### config.mk
export PLATFORM = sky130hd
export DESIGN_NAME = load_store_unit
export DESIGN_NICKNAME = d
export VERILOG_FILES = /design/src/rtl/load_store_unit.sv
export SDC_FILE = /design/constraint.sdc
export NUM_CORES = 1
export LEC_CHECK = 0
export ABC_AREA = 1
export CAP_MARGIN = 20
export CORE_ASPECT_RATIO = 0.7
export CORE_UTILIZATION = 42
export DETAILED_ROUTE_END_ITERATION = 6
export PLACE_DENSITY = 0.78
export SYNTH_ARGS = -nofsm -noshare
export SYNTH_HDL_FRONTEND = slang
export SYNTH_SLANG_ARGS = --single-unit
### constraint.sdc
create_clock -name clk -period 6.2 [get_ports clk]
set_clock_uncertainty 0.05 [all_clocks]
set_input_delay 1.24 -clock clk [delete_from_list [all_inputs] [get_ports clk]]
set_output_delay 1.24 -clock clk [all_outputs]
set_load 0.005 [all_outputs]
### src/rtl/load_store_unit.sv
// load_store_unit: RISC-V load/store sequencer over an 8-byte-line memory, with read-modify-write for partial stores
module load_store_unit #(
  parameter int MEM_BYTES = 64
) (
  input  logic        clk,
  input  logic        reset,
  input  logic        req_valid,
  output logic        req_ready,
  input  logic        req_store,
  input  logic [2:0]  req_funct3,
  input  logic [63:0] req_addr,
  input  logic [63:0] req_wdata,
  output logic        resp_valid,
  input  logic        resp_ready,
  output logic [63:0] resp_rdata,
  output logic        resp_err,
  output logic [63:0] mem_addr,
  output logic [63:0] mem_wdata,
  output logic        mem_read,
  output logic        mem_write,
  input  logic [63:0] mem_rdata
);
  typedef enum logic [1:0] {IDLE, READ, WRITE, RESP} state_t;
  state_t st;
  logic        store_q, err_q;
  logic [2:0]  f3_q;
  logic [63:0] addr_q, wdata_q, line_q, rdata_q;
  logic [3:0]  req_sz, sz;
  logic        req_err;
  logic [7:0]  bm;
  logic [63:0] wm, sh, ld_data;
  always_comb begin
    req_sz = 4'd1 << req_funct3[1:0];
    // 65-bit sum so a line address near the top of the space cannot wrap into range
    req_err = ((req_addr[2:0] & 3'(req_sz - 4'd1)) != 3'd0)
            | (({1'b0, req_addr[63:3], 3'b000} + 65'd8) > 65'(MEM_BYTES))
            | (req_store & req_funct3[2])
            | (!req_store & (req_funct3 == 3'b111));
    sz = 4'd1 << f3_q[1:0];
    bm = 8'(((16'd1 << sz) - 16'd1) << addr_q[2:0]);
    for (int k = 0; k < 8; k++) wm[k*8 +: 8] = {8{bm[k]}};
    sh = mem_rdata >> {addr_q[2:0], 3'b000};
    ld_data = f3_q == 3'b000 ? {{56{sh[7]}}, sh[7:0]} :
              f3_q == 3'b001 ? {{48{sh[15]}}, sh[15:0]} :
              f3_q == 3'b010 ? {{32{sh[31]}}, sh[31:0]} :
              f3_q == 3'b100 ? {56'd0, sh[7:0]} :
              f3_q == 3'b101 ? {48'd0, sh[15:0]} :
              f3_q == 3'b110 ? {32'd0, sh[31:0]} : sh;
  end
  assign req_ready  = st == IDLE;
  assign resp_valid = st == RESP;
  assign resp_rdata = rdata_q;
  assign resp_err   = err_q;
  assign mem_read   = st == READ;
  assign mem_write  = (st == WRITE) & !reset;
  assign mem_addr   = {addr_q[63:3], 3'b000};
  assign mem_wdata  = (line_q & ~wm) | ((wdata_q << {addr_q[2:0], 3'b000}) & wm);
  always_ff @(posedge clk) begin
    if (reset) begin
      st      <= IDLE;
      store_q <= 1'b0;
      err_q   <= 1'b0;
      f3_q    <= '0;
      addr_q  <= '0;
      wdata_q <= '0;
      line_q  <= '0;
      rdata_q <= '0;
    end else begin
      case (st)
        IDLE: if (req_valid) begin
          store_q <= req_store;
          f3_q    <= req_funct3;
          addr_q  <= req_addr;
          wdata_q <= req_wdata;
          rdata_q <= '0;
          err_q   <= req_err;
          st      <= req_err ? RESP : READ;
        end
        READ: begin
          line_q  <= mem_rdata;
          rdata_q <= store_q ? '0 : ld_data;
          st      <= store_q ? WRITE : RESP;
        end
        WRITE: st <= RESP;
        RESP: if (resp_ready) begin
          rdata_q <= '0;
          err_q   <= 1'b0;
          st      <= IDLE;
        end
        default: st <= IDLE;
      endcase
    end
  end
endmodule

==> key figures <==
Critical path
  – R2R Path Start: addr_q[0]
  – Crit Path Class: flop to output pin
  – Highest-delay cell along the critical path: o311ai_0
  – Crit start category: flop
  – Internal reg-to-reg setup slack: 2.25 ns
  – Crit path launch: addr_q[0]
  – CP Cell Sequence: inv_1, buf_4, o311ai_0, o21ai_0, nand2_1, nand2_1, clkdlybuf4s50_1
  – Critical Path RT: 4.91 ns
  – Delay of the slowest cell on the worst path: 0.85 ns
  – Most frequent CP cell: nand2_1
  – Worst EP arrival: 4.07 ns
  – CP max FO: 70
  – Reg-to-reg endpoint: resp_rdata[55]
  – Critical Path End: mem_wdata[63]
  – Critical path capture point type: output pin
  – Reg2Reg Depth: 10

Timing
  – RSZ-0062 raised after global routing: false
  – Fin. max-slew vios: 0
  – Slew HR: 31.4%
  – Final Hold Fails: 0
  – Min cycle time layout: 5.36 ns
  – Final setup fails: 0
  – TNS Setup: 0 ns
  – Worst-Margin Slew: 1.03 ns
  – Top achievable clock speed: 0.187 GHz
  – Slack of the critical path: 0.839 ns
  – Period utilization: 86.5%

Power
  – Pleak: 8.36 nW
  – Total power draw: 0.00943 W
  – Power density cells: 444 nW/um^2
  – Peak VDD IR: 0.000480 V

Cells and area
  – Final Cell Area: 21300 sq um
  – Multi-input logic area: 9580 sq um
  – Fin nets: 3093
  – Non-filler cells, final: 3439
  – Fillers: 3871
  – Layout cell share with drive strength beyond 1: 4.92%
  – Reg area: 5270 sq um
  – Synth-to-Final Area Change: 27.9%

GRT
  – GRT Total Usage: 39.7%
  – GRT overflow: 0
  – First-pass GRT wire length: 117000 microns
  – Vias in the first global route: 17600
  – Largest net degree at the start of global routing: 162
  – Initial antenna violation count: 5

Synthesis
  – Syn Inst Count: 2670
  – Top cells by count, synth: 953 x nand2_1, 297 x nor2_1, 263 x dfxtp_1
  – Synth top area share: 31.7%
  – Number of flops mapped to enable cells by yosys: 0
  – Sequential area share after synthesis: 31.7%
  – Yosys top cell by area: dfxtp_1
  – Synth Register Bits: 263
  – Ys flop type: dfxtp_1
  – Main area contributors after synthesis: dfxtp_1 32%, nand2_1 22%, nor2_1 6.7%, a21oi_1 5.9%, a211oi_1 4.4%
  – Yosys cell types: 49
  – Post-Syn Area: 16600 sq um
  – Syn Area/Cell: 6.22 sq um
  – Most frequent cell after synthesis: nand2_1
  – Synth warn: 0
  – Async S/R FF share, synth: 0%

Routing
  – 1st-iter DRT viols: 2471
  – Vias per inst: 5.68
  – Via count: 19500
  – WL/cell: 24.1 microns
  – Post-detailed-route count of antenna-violating nets: 0
  – Drt pass-1 iters: 7
  – DRC viols: 0
  – Routed wire length: 82800 microns

Clock tree
  – Htree depth: 1
  – CTS resizes: 0
  – Hold_buf cts: 0
  – CTS root buf: clkbuf_16
  – Clk buf depth: 3
  – Post-CTS Setup Bufs: 0
  – Total CTS buffers: 29
  – Sink Count: 263
  – Clock latency at the later pin of the worst-skew pair: 0.59 ns
  – CTS tree: yes
  – Clk slew on worst S/H paths: 0.06 ns

Placed design
  – Placer Congestion: 1.07
  – Cell Area, Placed: 20200 sq um
  – Dpl hpwl: 65500 microns
  – Number of port buffers: 393
  – Post-Place Cells: 3382
  – Dpl ws: 1.58 ns

Die
  – Die width: 240 microns
  – Initial core utilization: 42.9%
  – Row count: 60
  – Die ar.: 40400 sq um
  – IO Count: 397
  – Die H: 168 microns
  – Core area: 38700 sq um

Min path
  – Worst Hold Class: flop to flop

Run status
  – Status: finished clean

Job
  – Maximum Capacitance Violations: 0
==> worst min path at each step <==
stage	to	from	slack, ns	cells past startpoint
CTS	line_q[8]	line_q[8]	0.41	2
finish	line_q[8]	line_q[8]	0.41	2
global placement	line_q[14]	line_q[14]	0.40	2
detailed placement	line_q[8]	line_q[8]	0.40	2
floorplan	line_q[55]	line_q[55]	0.38	2
global route	line_q[14]	line_q[14]	0.43	2
==> metrics by stage <==
step | util [%] | hold slack (ns)
2_1_floorplan | - | 0.384
3_3_place_gp | 52.1 | 0.398
3_5_place_dp | 52.1 | 0.403
4_1_cts | 54.8 | 0.413
5_1_grt | 54.9 | 0.427
6_report | 54.9 | 0.414
==> registers in the layout, summed over array words and instances (netlist names) <==
| signal | count |
|---|---|
| st | 2 |
| line_q | 64 |
| resp_rdata | 64 |
| store_q | 1 |
| wdata_q | 64 |
| f3_q | 3 |
| resp_err | 1 |
| addr_q | 64 |
==> worst max-delay path, delay by kind of cell (launching register included) <==
| family | cells | cell delay (ns) |
|---|---|---|
| compound gates | 2 | 1.09 |
| flops | 1 | 0.82 |
| simple gates | 2 | 0.38 |
| buf+inv | 3 | 1.17 |
==> placed cells by master, fill, tap and decap left out, types with 8 or more instances in the layout <==
cell,instances
o211ai_1,34
a31oi_1,19
inv_1,139
nor2_1,297
nand4_1,20
nand2_1,952
o22ai_1,9
a21oi_1,197
clkbuf_16,29
xor2_1,22
o21ai_0,125
mux2i_1,28
clkdlybuf4s50_1,392
mux2_2,15
a211oi_1,98
nand3_1,111
buf_4,22
dfxtp_1,260
nor2_2,15
o21ai_1,9
o221ai_1,8
nor2_4,9
==> kinds of logic (layout without fill, tap and decap cells) <==
family	after synthesis	in the layout	synth area share [%]
AOI/OAI and AO/OA	518	518	18.4
xor gates and xnor gates	24	24	1.26
adders and majority gates	6	6	0.452
buffers and inverters	383	620	10.8
DFF	263	263	31.7
muxes	43	43	2.70
other	1	6	0.0226
and+or+nand+nor	1432	1432	34.7
==> metal layers <==
layer  GRT usage, %  up-vias  wire, microns
met5           2.55        -            152
met4           10.1        4           2120
met3           16.8      128          11200
met2           53.5     1118          31900
met1           56.6     9193          37400
li1               -     9092              -
==> power by group <==
part           total, W  switching [W]  internal (W)
clock           0.00191       0.000788       0.00112
sequential      0.00254       0.000402       0.00214
combinational   0.00498        0.00308       0.00190
==> cell type report <==
type / instances / share of cell area, %
antenna: 3 / 0.0353
clock inverter: 17 / 1.09
clock buffer: 36 / 3.73
multi-input combinational: 2026 / 45.1
timing repair buffer: 418 / 19.5
tap: 527 / 3.10
sequential: 263 / 24.8
inverter: 149 / 2.64
Note: power is estimated with default switching activity, not from simulation.
